$ cat src/rtl/mesi_snoop_bus_ctrl_if.sv
// Snooping-bus interface between the MESI bus controller and the per-core
// L1 caches plus the single memory port.
//   master modport : the bus controller (mesi_snoop_bus_ctrl)
//   slave modport  : caches and memory
//
// Handshakes. req_valid[i] must be held with stable req_* until the one-cycle
// req_ready[i] pulse. snp_valid stays high until every non-requesting core has
// pulsed snp_ack at least once. mem_valid with its attributes stays stable
// until a cycle in which mem_ready is high; read data follows later on
// mem_rvalid. rsp_valid is a one-cycle pulse with no back-pressure.
interface mesi_snoop_bus_ctrl_if #(
    parameter int NUM_CORES = 4,
    parameter int ADDR_W    = 20,
    parameter int DATA_W    = 32,
    parameter int CID_W     = 2
);
    logic [NUM_CORES-1:0]        req_valid;
    logic [2*NUM_CORES-1:0]      req_op;
    logic [ADDR_W*NUM_CORES-1:0] req_addr;
    logic [DATA_W*NUM_CORES-1:0] req_wdata;
    logic [NUM_CORES-1:0]        req_ready;

    logic                        snp_valid;
    logic [1:0]                  snp_op;
    logic [ADDR_W-1:0]           snp_addr;
    logic [CID_W-1:0]            snp_src;
    logic [NUM_CORES-1:0]        snp_ack;
    logic [NUM_CORES-1:0]        snp_shared;
    logic [NUM_CORES-1:0]        snp_dirty;
    logic [DATA_W*NUM_CORES-1:0] snp_data;

    logic                        mem_valid;
    logic                        mem_we;
    logic [ADDR_W-1:0]           mem_addr;
    logic [DATA_W-1:0]           mem_wdata;
    logic                        mem_ready;
    logic                        mem_rvalid;
    logic [DATA_W-1:0]           mem_rdata;

    logic [NUM_CORES-1:0]        rsp_valid;
    logic [DATA_W-1:0]           rsp_data;
    logic [1:0]                  rsp_state;

    modport master (
        input  req_valid, req_op, req_addr, req_wdata,
        output req_ready,
        output snp_valid, snp_op, snp_addr, snp_src,
        input  snp_ack, snp_shared, snp_dirty, snp_data,
        output mem_valid, mem_we, mem_addr, mem_wdata,
        input  mem_ready, mem_rvalid, mem_rdata,
        output rsp_valid, rsp_data, rsp_state
    );

    modport slave (
        output req_valid, req_op, req_addr, req_wdata,
        input  req_ready,
        input  snp_valid, snp_op, snp_addr, snp_src,
        output snp_ack, snp_shared, snp_dirty, snp_data,
        input  mem_valid, mem_we, mem_addr, mem_wdata,
        output mem_ready, mem_rvalid, mem_rdata,
        input  rsp_valid, rsp_data, rsp_state
    );
endinterface

$ cat src/rtl/mesi_snoop_bus_ctrl.sv
// MESI snooping-bus controller for NUM_CORES L1 caches. Round-robin
// arbitration, one snoop broadcast per transaction, snoop-reply merge,
// single memory port, and a one-cycle response carrying the granted state.
// Optional build macro MESI_C2C_XFER_EN: dirty BusRd/BusRdX take the fill
// data straight from the owning cache instead of re-reading memory.
// All outputs are decoded from registered state, so the asynchronous reset
// forces every output low immediately.
module mesi_snoop_bus_ctrl #(
    parameter int NUM_CORES = 4,
    parameter int ADDR_W    = 20,
    parameter int DATA_W    = 32,
    parameter int CID_W     = 2
) (
    input  logic                  clk,
    input  logic                  rstn,
    mesi_snoop_bus_ctrl_if.master bus,
    output logic [2:0]            dbg_state
);
    localparam logic [1:0] OP_RD   = 2'b00;
    localparam logic [1:0] OP_RDX  = 2'b01;
    localparam logic [1:0] OP_UPGR = 2'b10;
    localparam logic [1:0] OP_WB   = 2'b11;

    localparam logic [1:0] ST_I = 2'b00;
    localparam logic [1:0] ST_S = 2'b01;
    localparam logic [1:0] ST_E = 2'b10;
    localparam logic [1:0] ST_M = 2'b11;

    typedef enum logic [2:0] {
        S_IDLE  = 3'd0,
        S_GRANT = 3'd1,
        S_SNOOP = 3'd2,
        S_WB    = 3'd3,
        S_MEMRD = 3'd4,
        S_RESP  = 3'd5
    } state_e;

    state_e               state_q, state_d;
    logic [CID_W-1:0]     rr_q, rr_d;
    logic [CID_W-1:0]     id_q, id_d;
    logic [CID_W-1:0]     owner_q, owner_d;
    logic [1:0]           op_q, op_d;
    logic [ADDR_W-1:0]    addr_q, addr_d;
    logic [DATA_W-1:0]    wdata_q, wdata_d;
    logic [DATA_W-1:0]    own_data_q, own_data_d;
    logic [DATA_W-1:0]    data_q, data_d;
    logic [NUM_CORES-1:0] ack_q, ack_d;
    logic                 shared_q, shared_d;
    logic                 dirty_q, dirty_d;
    logic                 rd_issued_q, rd_issued_d;

    logic                 arb_found;
    logic [CID_W-1:0]     arb_win;
    logic [NUM_CORES-1:0] id_onehot;
    logic [NUM_CORES-1:0] new_ack;
    logic                 nd_found;
    logic [CID_W-1:0]     nd_idx;
    logic [DATA_W-1:0]    nd_data;

    assign dbg_state = state_q;

    // Round-robin search: first requester at or after rr_q, wrapping.
    always_comb begin
        logic [CID_W:0] cand;
        cand      = '0;
        arb_found = 1'b0;
        arb_win   = '0;
        for (int k = 0; k < NUM_CORES; k++) begin
            cand = {1'b0, rr_q} + (CID_W+1)'(k);
            if (cand >= (CID_W+1)'(NUM_CORES)) begin
                cand = cand - (CID_W+1)'(NUM_CORES);
            end
            if (!arb_found && bus.req_valid[cand[CID_W-1:0]]) begin
                arb_found = 1'b1;
                arb_win   = cand[CID_W-1:0];
            end
        end
    end

    // Snoop-reply filtering: first-time acks from non-requesters, and the
    // lowest-index dirty core among those arriving this cycle.
    always_comb begin
        id_onehot       = '0;
        id_onehot[id_q] = 1'b1;
        new_ack         = bus.snp_ack & ~ack_q & ~id_onehot;
        nd_found        = 1'b0;
        nd_idx          = '0;
        nd_data         = '0;
        for (int j = NUM_CORES - 1; j >= 0; j--) begin
            if (new_ack[j] && bus.snp_dirty[j]) begin
                nd_found = 1'b1;
                nd_idx   = CID_W'(j);
                nd_data  = bus.snp_data[j*DATA_W +: DATA_W];
            end
        end
    end

    // Transaction FSM: next state, latched transaction fields and bus outputs.
    always_comb begin
        state_d     = state_q;
        rr_d        = rr_q;
        id_d        = id_q;
        owner_d     = owner_q;
        op_d        = op_q;
        addr_d      = addr_q;
        wdata_d     = wdata_q;
        own_data_d  = own_data_q;
        data_d      = data_q;
        ack_d       = ack_q;
        shared_d    = shared_q;
        dirty_d     = dirty_q;
        rd_issued_d = rd_issued_q;

        bus.req_ready = '0;
        bus.snp_valid = 1'b0;
        bus.snp_op    = '0;
        bus.snp_addr  = '0;
        bus.snp_src   = '0;
        bus.mem_valid = 1'b0;
        bus.mem_we    = 1'b0;
        bus.mem_addr  = '0;
        bus.mem_wdata = '0;
        bus.rsp_valid = '0;
        bus.rsp_data  = '0;
        bus.rsp_state = ST_I;

        case (state_q)
            S_IDLE: begin
                if (arb_found) begin
                    id_d        = arb_win;
                    op_d        = bus.req_op[arb_win*2 +: 2];
                    addr_d      = bus.req_addr[arb_win*ADDR_W +: ADDR_W];
                    wdata_d     = bus.req_wdata[arb_win*DATA_W +: DATA_W];
                    rr_d        = (arb_win == CID_W'(NUM_CORES - 1)) ? '0 : arb_win + 1'b1;
                    owner_d     = '0;
                    own_data_d  = '0;
                    data_d      = '0;
                    ack_d       = '0;
                    shared_d    = 1'b0;
                    dirty_d     = 1'b0;
                    rd_issued_d = 1'b0;
                    state_d     = S_GRANT;
                end
            end

            S_GRANT: begin
                bus.req_ready = id_onehot;
                state_d       = (op_q == OP_WB) ? S_WB : S_SNOOP;
            end

            S_SNOOP: begin
                bus.snp_valid = 1'b1;
                bus.snp_op    = op_q;
                bus.snp_addr  = addr_q;
                bus.snp_src   = id_q;
                ack_d         = ack_q | new_ack;
                shared_d      = shared_q | (|(bus.snp_shared & new_ack));
                if (nd_found && (!dirty_q || (nd_idx < owner_q))) begin
                    dirty_d    = 1'b1;
                    owner_d    = nd_idx;
                    own_data_d = nd_data;
                end
                if (&(ack_d | id_onehot)) begin
                    if (dirty_d) begin
`ifdef MESI_C2C_XFER_EN
                        data_d  = own_data_d;
                        state_d = (op_q == OP_RD) ? S_WB : S_RESP;
`else
                        state_d = S_WB;
`endif
                    end else if (op_q == OP_UPGR) begin
                        state_d = S_RESP;
                    end else begin
                        state_d = S_MEMRD;
                    end
                end
            end

            S_WB: begin
                bus.mem_valid = 1'b1;
                bus.mem_we    = 1'b1;
                bus.mem_addr  = addr_q;
                bus.mem_wdata = dirty_q ? own_data_q : wdata_q;
                if (bus.mem_ready) begin
`ifdef MESI_C2C_XFER_EN
                    state_d = S_RESP;
`else
                    state_d = (op_q == OP_WB) ? S_RESP : S_MEMRD;
`endif
                end
            end

            S_MEMRD: begin
                if (!rd_issued_q) begin
                    bus.mem_valid = 1'b1;
                    bus.mem_addr  = addr_q;
                    if (bus.mem_ready) begin
                        rd_issued_d = 1'b1;
                    end
                end else if (bus.mem_rvalid) begin
                    data_d  = bus.mem_rdata;
                    state_d = S_RESP;
                end
            end

            S_RESP: begin
                bus.rsp_valid = id_onehot;
                bus.rsp_data  = data_q;
                case (op_q)
                    OP_RD:   bus.rsp_state = shared_q ? ST_S : ST_E;
                    OP_RDX:  bus.rsp_state = ST_M;
                    OP_UPGR: bus.rsp_state = ST_M;
                    default: bus.rsp_state = ST_I;
                endcase
                state_d = S_IDLE;
            end

            default: begin
                state_d = S_IDLE;
            end
        endcase
    end

    // State and transaction registers; reset aborts any transaction in flight.
    always_ff @(posedge clk or negedge rstn) begin
        if (!rstn) begin
            state_q     <= S_IDLE;
            rr_q        <= '0;
            id_q        <= '0;
            owner_q     <= '0;
            op_q        <= '0;
            addr_q      <= '0;
            wdata_q     <= '0;
            own_data_q  <= '0;
            data_q      <= '0;
            ack_q       <= '0;
            shared_q    <= 1'b0;
            dirty_q     <= 1'b0;
            rd_issued_q <= 1'b0;
        end else begin
            state_q     <= state_d;
            rr_q        <= rr_d;
            id_q        <= id_d;
            owner_q     <= owner_d;
            op_q        <= op_d;
            addr_q      <= addr_d;
            wdata_q     <= wdata_d;
            own_data_q  <= own_data_d;
            data_q      <= data_d;
            ack_q       <= ack_d;
            shared_q    <= shared_d;
            dirty_q     <= dirty_d;
            rd_issued_q <= rd_issued_d;
        end
    end
endmodule

$ cat src/flat_wrapper.sv
// flat-port wrapper written by rule: the top's interface ports become plain ports
module mesi_snoop_bus_ctrl_flat 
#(
    parameter int NUM_CORES = 4,
    parameter int ADDR_W    = 20,
    parameter int DATA_W    = 32,
    parameter int CID_W     = 2
)
  (clk, rstn, dbg_state, bus_req_valid, bus_req_op, bus_req_addr, bus_req_wdata, bus_req_ready, bus_snp_valid, bus_snp_op, bus_snp_addr, bus_snp_src, bus_snp_ack, bus_snp_shared, bus_snp_dirty, bus_snp_data, bus_mem_valid, bus_mem_we, bus_mem_addr, bus_mem_wdata, bus_mem_ready, bus_mem_rvalid, bus_mem_rdata, bus_rsp_valid, bus_rsp_data, bus_rsp_state);
  mesi_snoop_bus_ctrl_if #(.NUM_CORES(NUM_CORES), .ADDR_W(ADDR_W), .DATA_W(DATA_W), .CID_W(CID_W)) bus_i ();
  input  logic clk;
  input  logic rstn;
  output logic [2:0] dbg_state;
  input wire logic [$bits(bus_i.req_valid)-1:0] bus_req_valid;
  input wire logic [$bits(bus_i.req_op)-1:0] bus_req_op;
  input wire logic [$bits(bus_i.req_addr)-1:0] bus_req_addr;
  input wire logic [$bits(bus_i.req_wdata)-1:0] bus_req_wdata;
  output wire logic [$bits(bus_i.req_ready)-1:0] bus_req_ready;
  output wire logic [$bits(bus_i.snp_valid)-1:0] bus_snp_valid;
  output wire logic [$bits(bus_i.snp_op)-1:0] bus_snp_op;
  output wire logic [$bits(bus_i.snp_addr)-1:0] bus_snp_addr;
  output wire logic [$bits(bus_i.snp_src)-1:0] bus_snp_src;
  input wire logic [$bits(bus_i.snp_ack)-1:0] bus_snp_ack;
  input wire logic [$bits(bus_i.snp_shared)-1:0] bus_snp_shared;
  input wire logic [$bits(bus_i.snp_dirty)-1:0] bus_snp_dirty;
  input wire logic [$bits(bus_i.snp_data)-1:0] bus_snp_data;
  output wire logic [$bits(bus_i.mem_valid)-1:0] bus_mem_valid;
  output wire logic [$bits(bus_i.mem_we)-1:0] bus_mem_we;
  output wire logic [$bits(bus_i.mem_addr)-1:0] bus_mem_addr;
  output wire logic [$bits(bus_i.mem_wdata)-1:0] bus_mem_wdata;
  input wire logic [$bits(bus_i.mem_ready)-1:0] bus_mem_ready;
  input wire logic [$bits(bus_i.mem_rvalid)-1:0] bus_mem_rvalid;
  input wire logic [$bits(bus_i.mem_rdata)-1:0] bus_mem_rdata;
  output wire logic [$bits(bus_i.rsp_valid)-1:0] bus_rsp_valid;
  output wire logic [$bits(bus_i.rsp_data)-1:0] bus_rsp_data;
  output wire logic [$bits(bus_i.rsp_state)-1:0] bus_rsp_state;
  assign bus_i.req_valid = bus_req_valid;
  assign bus_i.req_op = bus_req_op;
  assign bus_i.req_addr = bus_req_addr;
  assign bus_i.req_wdata = bus_req_wdata;
  assign bus_req_ready = bus_i.req_ready;
  assign bus_snp_valid = bus_i.snp_valid;
  assign bus_snp_op = bus_i.snp_op;
  assign bus_snp_addr = bus_i.snp_addr;
  assign bus_snp_src = bus_i.snp_src;
  assign bus_i.snp_ack = bus_snp_ack;
  assign bus_i.snp_shared = bus_snp_shared;
  assign bus_i.snp_dirty = bus_snp_dirty;
  assign bus_i.snp_data = bus_snp_data;
  assign bus_mem_valid = bus_i.mem_valid;
  assign bus_mem_we = bus_i.mem_we;
  assign bus_mem_addr = bus_i.mem_addr;
  assign bus_mem_wdata = bus_i.mem_wdata;
  assign bus_i.mem_ready = bus_mem_ready;
  assign bus_i.mem_rvalid = bus_mem_rvalid;
  assign bus_i.mem_rdata = bus_mem_rdata;
  assign bus_rsp_valid = bus_i.rsp_valid;
  assign bus_rsp_data = bus_i.rsp_data;
  assign bus_rsp_state = bus_i.rsp_state;
  mesi_snoop_bus_ctrl #(.NUM_CORES(NUM_CORES), .ADDR_W(ADDR_W), .DATA_W(DATA_W), .CID_W(CID_W)) u_core (.clk(clk), .rstn(rstn), .bus(bus_i), .dbg_state(dbg_state));
endmodule
$ cat config.mk
export PLATFORM = sky130hd
export DESIGN_NAME = mesi_snoop_bus_ctrl_flat
export DESIGN_NICKNAME = d
export VERILOG_FILES = /design/src/rtl/mesi_snoop_bus_ctrl_if.sv /design/src/rtl/mesi_snoop_bus_ctrl.sv /design/src/flat_wrapper.sv
export SDC_FILE = /design/constraint.sdc
export NUM_CORES = 1
export LEC_CHECK = 0
export ABC_AREA = 1
export CORE_AREA = 2 2 201 203
export CTS_CLUSTER_DIAMETER = 60
export DETAILED_ROUTE_END_ITERATION = 10
export DIE_AREA = 0 0 203 205
export HOLD_SLACK_MARGIN = 0.02
export PLACE_DENSITY = 0.52
export SLEW_MARGIN = 20
export SYNTH_ARGS = -nofsm -noshare
export SYNTH_HDL_FRONTEND = slang
export SYNTH_SLANG_ARGS = --single-unit
$ cat constraint.sdc
create_clock -name clk -period 2.5 [get_ports clk]
set_clock_uncertainty 0.1 [all_clocks]
set_input_delay 0.75 -clock clk [delete_from_list [all_inputs] [get_ports clk]]
set_output_delay 0.75 -clock clk [all_outputs]
set_load 0.02 [all_outputs]
== Word-level counts from Yosys, hierarchy flattened ==
Cells that the tools add are included.

* Add/sub/neg operators: 8
* Magnitude comparators: 11
* Shift operators: 3
* Reduce and logical (&&, ||, !) cells: 27
* $mul: 1
* Mux-type cells: 81
* Bitwise operators: 8
* Eq/ne operators: 15

{| class="wikitable"
|+ Operators by type and width
! kind !! count
|-
| $mux W32 || 11
|-
| $pmux W32 S2 || 2
|-
| $shiftx A128 B8 Y32 || 1
|-
| $shiftx A80 B8 Y20 || 1
|-
| $mux W20 || 2
|-
| $pmux W20 S2 || 1
|-
| $mux W2 || 19
|-
| $mux W1 || 24
|-
| $mux W3 || 6
|-
| $lt A2 B3 Y1 const B || 5
|-
| $pmux W3 S5 || 1
|-
| $and A4 B4 Y4 || 3
|-
| $mux W4 || 3
|-
| $ge A3 B3 Y1 const B || 3
|-
| $logic_and A1 B1 Y1 || 9
|-
| $bmux W1 S2 || 4
|-
| $ne A2 B1 Y1 const B || 4
|-
| $not A4 Y4 || 2
|-
| $or A4 B4 Y4 || 2
|-
| $pmux W1 S2 || 4
|-
| $pmux W2 S2 || 2
|-
| $pmux W4 S2 || 1
|-
| $reduce_and A4 Y1 || 2
|-
| $shiftx A8 B4 Y2 || 1
|-
| 26 further kinds || 41
|}

* Input port bits: 396
* Output and inout port bits: 124
* Word-level logic and storage cells: 167
* Bits in registers: 134

== Logic depth before layout (Yosys ltp) ==
Gate-level depths: netlist of run 1.

* Depth in word-level cells: 19
* Depth in mapped cells: 18
* Depth with buffers taken out: 16

== Least setup slack after synthesis of run 1 ==
Ideal clock, no wire load.

* Path type: register -> output
* From: reg u_core.state_q[0], in the netlist u_core.dbg_state[0]
* To: out bus_mem_addr[0]
* Buffers on the path: 1
* Data arrival time: 2,254 ps
* Cell stages (with the launch flop): 9
* Required time: 1,650 ps
* Setup slack: -604 ps
* Cell sequence: dfrtp_1 nor2_1 inv_1 nor2_1 inv_1 o21ai_0 inv_1 clkbuf_1 nor2_1

* Cells in the longest elaborated chain, start to end: 2
* Elaborated cells between the ends (all ways): 3
* Classes of those cells: 2 x eq/ne; 1 x mux

{| class="wikitable"
|+ Ends and longest elaborated chain
! element !! RTL line !! source
|-
| from (decl) || mesi_snoop_bus_ctrl.sv:38 || <nowiki>state_e state_q, state_d;</nowiki>
|-
| from (signal assigned) || mesi_snoop_bus_ctrl.sv:241 || <nowiki>state_q <= state_d;</nowiki>
|-
| $eq A3 B3 Y1 or $eq A3 B2 Y1 (tied branches) || mesi_snoop_bus_ctrl.sv:127 || <nowiki>case (state_q)</nowiki>
|-
| $pmux W20 S2 (*) || mesi_snoop_bus_ctrl.sv:127 ||
|-
| to (decl) || flat_wrapper.sv:29 || <nowiki>output wire logic [$bits(bus_i.mem_addr)-1:0] bus_mem_addr;</nowiki>
|}

Mark *: on every way between the ends. The rest lies on a longest branch, timed or not.

== Worst setup path after layout of run 1 ==
* From: reg u_core.state_q[2], in the netlist u_core.dbg_state[2]
* To: out bus_snp_addr[17]

* Cells in the longest elaborated chain, start to end: 2

{| class="wikitable"
|+ Ends and longest elaborated chain
! element !! RTL line !! source
|-
| $eq A3 B2 Y1 || mesi_snoop_bus_ctrl.sv:127 ||
|-
| $mux W20 || mesi_snoop_bus_ctrl.sv:127 ||
|-
| to (decl) || flat_wrapper.sv:21 || <nowiki>output wire logic [$bits(bus_i.snp_addr)-1:0] bus_snp_addr;</nowiki>
|}

No other way between the ends.

==> summary by stage, run 1 <==
Logic synthesis
In this run, synthesis inferred 0 flip-flops with an integrated enable. The synthesized design contains around 130 register bits. The synthesis warning total is 0. Of the synthesized area, sequential elements account for 0.337. Synthesis produced a netlist with a net count of 2014. The fraction of registers with async set/reset is 1.00. The post-synthesis cell type count is 31. In this run the mean area of a mapped cell was just over 6 um2. The summed instance area of the synthesized netlist is between 9000 and 10000 um2. The most common flop cell mapped by yosys is sky130_fd_sc_hd__dfrtp_1. The post-synthesis instance total is 1613.

Pwr
The power per standard cell area is 1270 nW/um2. The worst IR drop on VDD is 0.000698 V. Summed over all cells, the static leakage comes to 8.90 nW.

Floorplanning
The starting utilization of the core area is 0.253. The floorplan step defined a core boundary enclosing 39400 um2. After floorplanning, the core was divided into 73 placement rows. The area enclosed by the die boundary is 41600 um2. The die extent in x is 203 um. Pin placement for this block handled 520 I/O pins.

The vertical die dimension is between 200 and 250 um.

CTS
The hold-fix buffer count after cts is 0. TritonCTS built the clock tree. Clock tree synthesis inserted a total of 17 buffers. The maximum root-to-sink buffer count is 2. The number of sinks handled by clock tree synthesis is 134.

The clock tree synthesis step divided the H-tree into 4 levels. CTS placed an instance of sky130_fd_sc_hd__clkbuf_16 at the clock tree root. Clock-pin slew was measured on the worst setup and hold paths at around 0.070 ns. At the later pin of the worst-skew pair, clock insertion delay measures 0.43 ns.

Worst setup path
The worst-case register-to-register setup slack is 0.17 ns. The worst setup path is launched from a flop. In this design, the critical path's most frequently occurring cell is sky130_fd_sc_hd__buf_12. The arrival time at the worst endpoint is 1.93 ns. The slowest cell on the critical path is sky130_fd_sc_hd__dfrtp_1.

The endpoint of the most critical register-to-register path is u_core.wdata_q[12]. The number of cells on the worst reg-to-reg path is 16. At the worst endpoint, the required time is 1.65 ns. Traced cell by cell, the critical path runs through inv_2 > nand2_4 > buf_6 > nor2_4 > inv_4 > buf_12 > buf_12 > nor2_4 > buf_12. The highest net fanout along the worst path is 6. The type of the worst setup path is reg2out. STA classifies the critical path endpoint as an output pin. The peak per-stage delay on the critical path is around 0.4 ns.

Finish
The post-layout net count is 2562. The count of fill cells added during filler insertion is 4024. The fraction of final layout cells sized beyond drive strength 1 is 0.210. After the flow finishes, the layout carries non-filler instances totaling 2705. Compared with the post-synthesis result, the final layout area differs by 85.3%.

Global route
The number of antenna violations at the first check in global routing came to 7. The first global-routing pass estimated a little under 80000 um of wire. The combined global-route utilization of all metal layers is 0.242. The via count of the first global-routing pass is 13100.

The maximum number of pins on one net before global-route repair is 65. The total congestion overflow after global routing is 0.

Status
The run finished, with violations left. The final reports fail on setup timing.

Drt
The count of nets left with antenna violations after detail routing is 0. The routed wire length is 53500 um. In this run, the number of DRC markers left after iteration 0 of detailed routing was 666. The pre-antenna-repair detailed-routing pass consisted of 5 iterations.

The average wire per standard cell is ~20 um. The number of DRC violations after detailed routing is 0. The total via count after detailed routing is 13100. The via density per instance is 4.84.

Placed design
The number of placed instances, taps included, is roughly 2600. In this run the tool buffered the top-level ports with 519 buffer cells. Before CTS, the worst setup slack after placement is -0.537 ns. The estimated wirelength of the detail-placed design is 39400 um. At the end of routability-driven placement, the weighted congestion stood at 0.936.

Timing
The relative slew slack is 0.606. Setup violations remaining at the end of the flow were counted as about 110. Setup repair after global routing could not meet its margin everywhere. Of the available clock period, the critical path in the final layout requires 1.11. The total count of hold-check failures in the final report is 0.

The max-slew violation count is 0. In the post-route analysis, the smallest setup slack over all paths is -0.275 ns. After layout, the minimum clock period comes to 2.78 ns.

Timing would allow up to 360 MHz. The transition time of the tightest slew-check pin is 0.591 ns.

Run
The tool flagged a number of max-cap violations equal to 0.

Min path
The tightest min-delay check is of the in2async type.
[Yosys cell counts (3+ instances only)]
cell                          n  area, um2
sky130_fd_sc_hd__nand2_1    503       1890
sky130_fd_sc_hd__nand3_1    411       2060
sky130_fd_sc_hd__inv_1      147        552
sky130_fd_sc_hd__dfrtp_1    134       3350
sky130_fd_sc_hd__nor2_1     130        488
sky130_fd_sc_hd__clkbuf_1    88        330
sky130_fd_sc_hd__o21ai_0     39        195
sky130_fd_sc_hd__nand4_1     37        231
sky130_fd_sc_hd__o2111ai_1   32        280
sky130_fd_sc_hd__buf_2       19       95.1
sky130_fd_sc_hd__buf_1       11       41.3
sky130_fd_sc_hd__buf_4       10       75.1
sky130_fd_sc_hd__a21oi_1      8       40.0
sky130_fd_sc_hd__nand2_2      6       37.5
sky130_fd_sc_hd__ha_1         5       62.6
sky130_fd_sc_hd__o21ai_1      5       25.0
sky130_fd_sc_hd__inv_2        4       15.0
sky130_fd_sc_hd__buf_6        3       33.8
sky130_fd_sc_hd__nor2_2       3       18.8
[sequential cells by signal, summed over array words and instances, names as in the netlist, named ones only]
register            count
u_core.ack_q            4
u_core.addr_q          20
u_core.data_q          32
u_core.dbg_state        3
u_core.dirty_q          1
u_core.id_q             2
u_core.op_q             2
u_core.own_data_q      32
u_core.owner_q          2
u_core.rd_issued_q      1
u_core.rr_q             1
u_core.shared_q         1
u_core.wdata_q         32
[worst max-delay path: cells and delay by family (launching register included)]
| kind | cells | cell delay [ns] |
|---|---|---|
| buf+inv | 6 | 0.74 |
| flops | 1 | 0.40 |
| simple gates | 3 | 0.35 |
[placed cells by master, fill, tap and decap left out, types with 4 or more instances in the layout]
master | synthesis | layout
sky130_fd_sc_hd__o21ai_0 | 39 | 36
sky130_fd_sc_hd__buf_16 | 0 | 6
sky130_fd_sc_hd__inv_1 | 147 | 135
sky130_fd_sc_hd__nor2_2 | 3 | 11
sky130_fd_sc_hd__dlymetal6s2s_1 | 0 | 10
sky130_fd_sc_hd__nand2_4 | 1 | 6
sky130_fd_sc_hd__clkdlybuf4s15_2 | 0 | 6
sky130_fd_sc_hd__inv_8 | 0 | 6
sky130_fd_sc_hd__nand3_2 | 0 | 23
sky130_fd_sc_hd__buf_12 | 0 | 30
sky130_fd_sc_hd__nand3_1 | 411 | 387
sky130_fd_sc_hd__clkdlybuf4s50_1 | 0 | 387
sky130_fd_sc_hd__nand2_1 | 503 | 486
sky130_fd_sc_hd__nor2_1 | 130 | 46
sky130_fd_sc_hd__inv_6 | 0 | 6
sky130_fd_sc_hd__diode_2 | 0 | 6
sky130_fd_sc_hd__clkbuf_16 | 0 | 28
sky130_fd_sc_hd__inv_2 | 4 | 14
sky130_fd_sc_hd__buf_2 | 19 | 11
sky130_fd_sc_hd__buf_4 | 10 | 126
sky130_fd_sc_hd__dfrtp_1 | 134 | 132
sky130_fd_sc_hd__nand4_1 | 37 | 37
sky130_fd_sc_hd__buf_6 | 3 | 69
sky130_fd_sc_hd__o21ai_1 | 5 | 4
sky130_fd_sc_hd__nor2_4 | 2 | 78
sky130_fd_sc_hd__a21oi_1 | 8 | 8
sky130_fd_sc_hd__nand2_2 | 6 | 16
sky130_fd_sc_hd__o2111ai_1 | 32 | 32
sky130_fd_sc_hd__ha_1 | 5 | 5
[layer usage]
layer  wire, um  GRT usage  part of all wire
met3       3890     0.0622             0.073
met1      21800      0.290              0.41
met4       1030     0.0665             0.019
met2      26800      0.429              0.50
met5         41          0           0.00077
[final cells by class]
type / instances / area, um2 / area share
multi-input cells: 1195 / 6290 / 0.341
repair buffers: 660 / 6960 / 0.377
flip-flops and latches: 134 / 3360 / 0.182
diodes: 6 / 15.0 / 0.000814
clock buffers: 17 / 425 / 0.0231
well taps: 525 / 657 / 0.0356
inverters: 153 / 582 / 0.0316
clock inverters: 15 / 153 / 0.00828
[power by group]
part           internal (W)  total (W)  switching [W]
registers           0.00321    0.00385       0.000642
logic               0.00694     0.0171         0.0102
clock network       0.00134    0.00254        0.00120
[stage by stage]
stage,setup TNS [ns],hold slack [ns],util,area [um2],total power (W)
detailed placement,-64.75,0.359,0.418,16400,0.0182
global placement,-60.36,0.354,0.418,16400,0.0181
finish,-14.83,0.190,0.468,18400,0.0235
floorplan,-0.950,0.342,-,10100,0.0124
CTS,-19.69,0.204,0.442,17400,0.0214
global route,-25.48,0.212,0.468,18400,0.0253
[cell families (layout without fill, tap and decap cells)]
kind of cell,count (synthesis),in the layout,synth area share
adders and majority gates,5,5,0.00629
and+or+nand+nor,1097,1097,0.480
DFF,134,134,0.337
other,0,6,0
AOI/OAI and AO/OA,93,93,0.0609
buffers and inverters,284,845,0.116
[worst max-delay path by stage]
stage / start / slack [ns] / end / cells after the start
global route: u_core.dbg_state[2] / -0.35 / bus_snp_addr[17] / 9
detailed placement: bus_req_valid[3] / -0.54 / u_core.wdata_q[9] / 12
finish: u_core.dbg_state[2] / -0.28 / bus_snp_addr[17] / 9
floorplan: u_core.dbg_state[2] / -0.04 / bus_snp_addr[0] / 7
CTS: u_core.dbg_state[0] / -0.28 / bus_mem_addr[19] / 9
global placement: bus_snp_ack[2] / -0.47 / u_core.own_data_q[30] / 17
[repair_timing]
action,in CTS,in global routing
gates cloned,7,14
pin swaps,3,28
endpoints found under the setup margin,183,245
setup buffers,9,12
resized for setup,582,210
Note: power is estimated with default switching activity, not from simulation.
==> run 2: changes to the inputs <==
--- a/config.mk
+++ b/config.mk
@@ -5,13 +5,12 @@
 export SDC_FILE = /design/constraint.sdc
 export NUM_CORES = 1
 export LEC_CHECK = 0
-export ABC_AREA = 1
-export CORE_AREA = 2 2 201 203
+export CORE_AREA = 2 2 200 202
 export CTS_CLUSTER_DIAMETER = 60
 export DETAILED_ROUTE_END_ITERATION = 10
-export DIE_AREA = 0 0 203 205
+export DIE_AREA = 0 0 202 204
 export HOLD_SLACK_MARGIN = 0.02
-export PLACE_DENSITY = 0.52
+export PLACE_DENSITY = 0.49
 export SLEW_MARGIN = 20
 export SYNTH_ARGS = -nofsm -noshare
 export SYNTH_HDL_FRONTEND = slang
==> summary by stage, run 2 <==
Status
Run status: complete, but fails checks (unchanged). Violations in the final reports: setup timing (unchanged).

Logic synthesis
The post-synthesis sequential element count is 134 (unchanged). The fraction of registers with async set/reset was 1.00 (unchanged). Synth top area cells: sky130_fd_sc_hd__dfrtp_1 (39%), sky130_fd_sc_hd__mux2i_1 (7.6%), sky130_fd_sc_hd__nand2_1 (6.6%) (was sky130_fd_sc_hd__dfrtp_1 (34%), sky130_fd_sc_hd__nand3_1 (21%), sky130_fd_sc_hd__nand2_1 (19%)).

The most common flop cell mapped by yosys is sky130_fd_sc_hd__dfrtp_1 (unchanged). The post-synthesis cell type count is 50 (was 31). The number of enable-type register cells in the synthesized netlist is 0 (unchanged).

The register area share after synthesis is 0.389 (was 0.337). The post-synthesis instance total came to 938 (was 1613). The cell type with the largest total area after synthesis is sky130_fd_sc_hd__dfrtp_1 (unchanged). The synthesis warning total is 0 (unchanged). The summed instance area of the synthesized netlist came to 8610 um2 (was 9950 um2). The most frequent cell after synthesis is sky130_fd_sc_hd__nand2_1 (unchanged). Top cells by count, synth: sky130_fd_sc_hd__nand2_1 (151), sky130_fd_sc_hd__dfrtp_1 (134), sky130_fd_sc_hd__mux2i_1 (65) (was sky130_fd_sc_hd__nand2_1 (503), sky130_fd_sc_hd__nand3_1 (411), sky130_fd_sc_hd__inv_1 (147)). The mean area per synthesized cell was 9.18 um2 (was 6.17 um2).

The net count after synthesis was 1339 (was 2014). The proportion of netlist area held by the largest area contributor is 0.389 (was 0.337).

CTS
The clock root buffer master is sky130_fd_sc_hd__clkbuf_16 (unchanged). The clock latency at the later pin of the worst-skew pair is 0.43 ns (about the same). The maximum root-to-sink buffer count is 2 (unchanged). The hold-fix buffer count after cts is 0 (unchanged).

The clock transition at the registers of the reported paths is 0.07 ns (about the same). The TritonCTS clock tree was done (unchanged). The maximum level of the CTS H-tree is 4 (unchanged). The number of sinks handled by clock tree synthesis came to 134 (unchanged). The number of clock buffers inserted by TritonCTS is 17 (unchanged).

Global route
The total congestion overflow after global routing is 0 (unchanged). The number of antenna violations at the first check in global routing was 0 (was 7). The combined global-route utilization of all metal layers is 0.194 (was 0.242). The maximum number of pins on one net before global-route repair is 43 (was 65). The wire length of the first global-routing pass was 61300 um (was 77100 um). The via count of the first global-routing pass is 10200 (was 13100).

Worst setup path
The type of destination of the critical path is an output pin (unchanged). The type of the worst setup path is reg2out (unchanged). The arrival time at the worst endpoint is 1.91 ns (was 1.93 ns). The highest net fanout along the worst path was 6 (unchanged).

The launching element type of the critical path is a flop (unchanged). The required time reported for the critical path endpoint came to 1.65 ns (about the same).

Drt
The initial detailed-routing violation count is 482 (was 666). The via density per instance is 4.69 (was 4.84). The total via count after detailed routing is 9862 (was 13100). The number of DRC violations after detailed routing is 0 (unchanged).

The average wire per standard cell is 20.1 um (was 19.8 um). The routed wire length is 42300 um (was 53500 um). The count of nets left with antenna violations after detail routing is 0 (unchanged). The first-pass detailed-route iteration total is 4 (was 5).

Finish
The post-layout net count is 1965 (was 2562). The number of diodes came to 0 (was 6). The fraction of final layout cells sized beyond drive strength 1 is 0.325 (was 0.210). The final core area utilization is 0.447 (was 0.468). The count of fill cells added during filler insertion was 3778 (was 4024). Registers with the most flip-flops: u_core.data_q x32, u_core.own_data_q x32, u_core.wdata_q x32 (unchanged). Most used cells in the layout excluding fill and tap cells: sky130_fd_sc_hd__clkdlybuf4s50_1 (387), sky130_fd_sc_hd__nand2_1 (146), sky130_fd_sc_hd__buf_6 (144), sky130_fd_sc_hd__dfrtp_1 (130), sky130_fd_sc_hd__buf_4 (102) (was sky130_fd_sc_hd__nand2_1 (486), sky130_fd_sc_hd__nand3_1 (387), sky130_fd_sc_hd__clkdlybuf4s50_1 (387), sky130_fd_sc_hd__inv_1 (135), sky130_fd_sc_hd__dfrtp_1 (132)). The most frequent standard cell in the layout excluding fill and tap cells is sky130_fd_sc_hd__clkdlybuf4s50_1 (was sky130_fd_sc_hd__nand2_1).

The signed area change from the synthesized netlist to the final layout came to 103% (was 85.3%).

Pwr
The worst IR drop on VDD is 0.000551 V (was 0.000698 V). The power per standard cell area was 1070 nW/um2 (was 1270 nW/um2). The cell leakage power is 7.55 nW (was 8.90 nW).

Timing
The total count of hold-check failures in the final report came to 0 (unchanged). The transition time of the tightest slew-check pin was 0.406 ns (was 0.591 ns). The final hold slack is 0.0896 ns (was 0.190 ns).

The max-slew violation count was 0 (unchanged). The maximum operating frequency is 362 MHz (was 360 MHz). Setup repair after global routing missed its margin: true (unchanged). The number of endpoints failing setup at the final stage is 115 (was 111). The relative slew slack is 0.727 (was 0.606).

The final cycle utilization of the critical path is 1.10 (was 1.11). The setup TNS is -15.54 ns (was -14.83 ns). The clock period minus final worst setup slack is 2.76 ns (was 2.78 ns). The final worst setup slack is -0.261 ns (was -0.275 ns).

Run
The count of max-cap constraint violations is 0 (unchanged).

Placed design
The number of port buffers is 519 (unchanged). The estimated wirelength of the detail-placed design is 31200 um (was 39400 um). The global placement routability congestion is 0.836 (was 0.936).

Floorplanning
The core outline area is 39200 um2 (was 39400 um2). The floorplan row count is 73 (unchanged). The top-level I/O count came to 520 (unchanged). The die extent in x was 202 um (was 203 um). The vertical die dimension was 204 um (was 205 um).

The starting utilization of the core area is 0.220 (was 0.253). The area enclosed by the die boundary is 41200 um2 (was 41600 um2).

Min path
The classification of the worst-slack hold path is in2async (unchanged).
[run 2: cell count changes in the layout (fill, tap and decap cells not counted), sizes merged, moves of 35 or more]
cell | previous run | this run
mux2i | 0 | 65
nand4 | 37 | 2
nor2 | 135 | 62
mux2 | 0 | 54
nand2 | 510 | 153
o22ai | 2 | 55
and2 | 0 | 58
inv | 164 | 15
buf | 244 | 291
nand3 | 411 | 2
a31oi | 2 | 54
[run 2: path summary, 6_finish.rpt]
| path | startpoint | end | slack, ns | cells past startpoint |
|---|---|---|---|---|
| worst min-delay path | rstn | u_core.wdata_q[21] | 0.09 | 1 |
| min in group clk | u_core.data_q[24] | u_core.data_q[24] | 0.40 | 1 |
| worst max-delay path | u_core.dbg_state[0] | bus_snp_op[0] | -0.26 | 6 |
| max in group asynchronous | rstn | u_core.addr_q[18] | 1.55 | 2 |
| worst max register to register | u_core.id_q[1] | u_core.own_data_q[7] | 0.04 | 11 |
| worst min register to register | u_core.data_q[24] | u_core.data_q[24] | 0.40 | 1 |
[run 2: power by group]
part | switching (W) | internal (W)
clock network | 0.00112 | 0.00159
logic | 0.00608 | 0.00644
registers | 0.000597 | 0.00294
[run 2: repair_timing]
item                                   in CTS  in global routing
resized for setup                         675                283
endpoints found under the hold margin       0                  0
setup endpoints to repair                 155                171
gates cloned                                6                  7
pin swaps                                  23                 51
buffers inserted                           25                 31
[run 2: per-stage QoR]
| stage | power, W | setup slack [ns] | std cells | area [um2] |
|---|---|---|---|---|
| 2_1_floorplan | 0.00884 | -0.129 | 938 | 8720 |
| 3_3_place_gp | 0.0136 | -0.549 | 2008 | 15300 |
| 3_5_place_dp | 0.0136 | -0.572 | 2008 | 15300 |
| 4_1_cts | 0.0171 | -0.315 | 2071 | 16300 |
| 5_1_grt | 0.0199 | -0.328 | 2102 | 17500 |
| 6_report | 0.0188 | -0.261 | 2102 | 17500 |
[run 2: cell type report]
cell class	count	area, um2	area share
Timing Repair Buffer	692	7280	0.416
Multi-Input combinational cell	709	5560	0.318
Sequential cell	134	3360	0.192
Tap cell	525	657	0.0375
Clock buffer	17	425	0.0243
Clock inverter	15	193	0.0110
Inverter	10	37.5	0.00214
[run 2: cells by family after synthesis]
kind of cell             share of synthesized area
AND/OR/NAND/NOR                              0.182
AO/OA/AOI/OAI                                0.219
flip-flops                                   0.389
multiplexers                                 0.146
buffers and inverters                       0.0549
adder cells (fa/ha/maj)                    0.00726
XOR/XNOR                                   0.00102
[run 2: layer usage]
layer	wire [um]	track usage	vias to the layer above
li1	-	-	4732
met1	17700	0.240	4760
met2	21400	0.335	334
met3	2370	0.0456	36
met4	793	0.0578	0
met5	0	0	-
[run 2: critical path, cell delays in order, from the launching register on]
cell	delay, ns
sky130_fd_sc_hd__dfrtp_2	0.45
sky130_fd_sc_hd__buf_6	0.14
sky130_fd_sc_hd__nor3b_4	0.29
sky130_fd_sc_hd__buf_6	0.18
sky130_fd_sc_hd__clkbuf_16	0.15
sky130_fd_sc_hd__and2_4	0.14
sky130_fd_sc_hd__buf_6	0.11
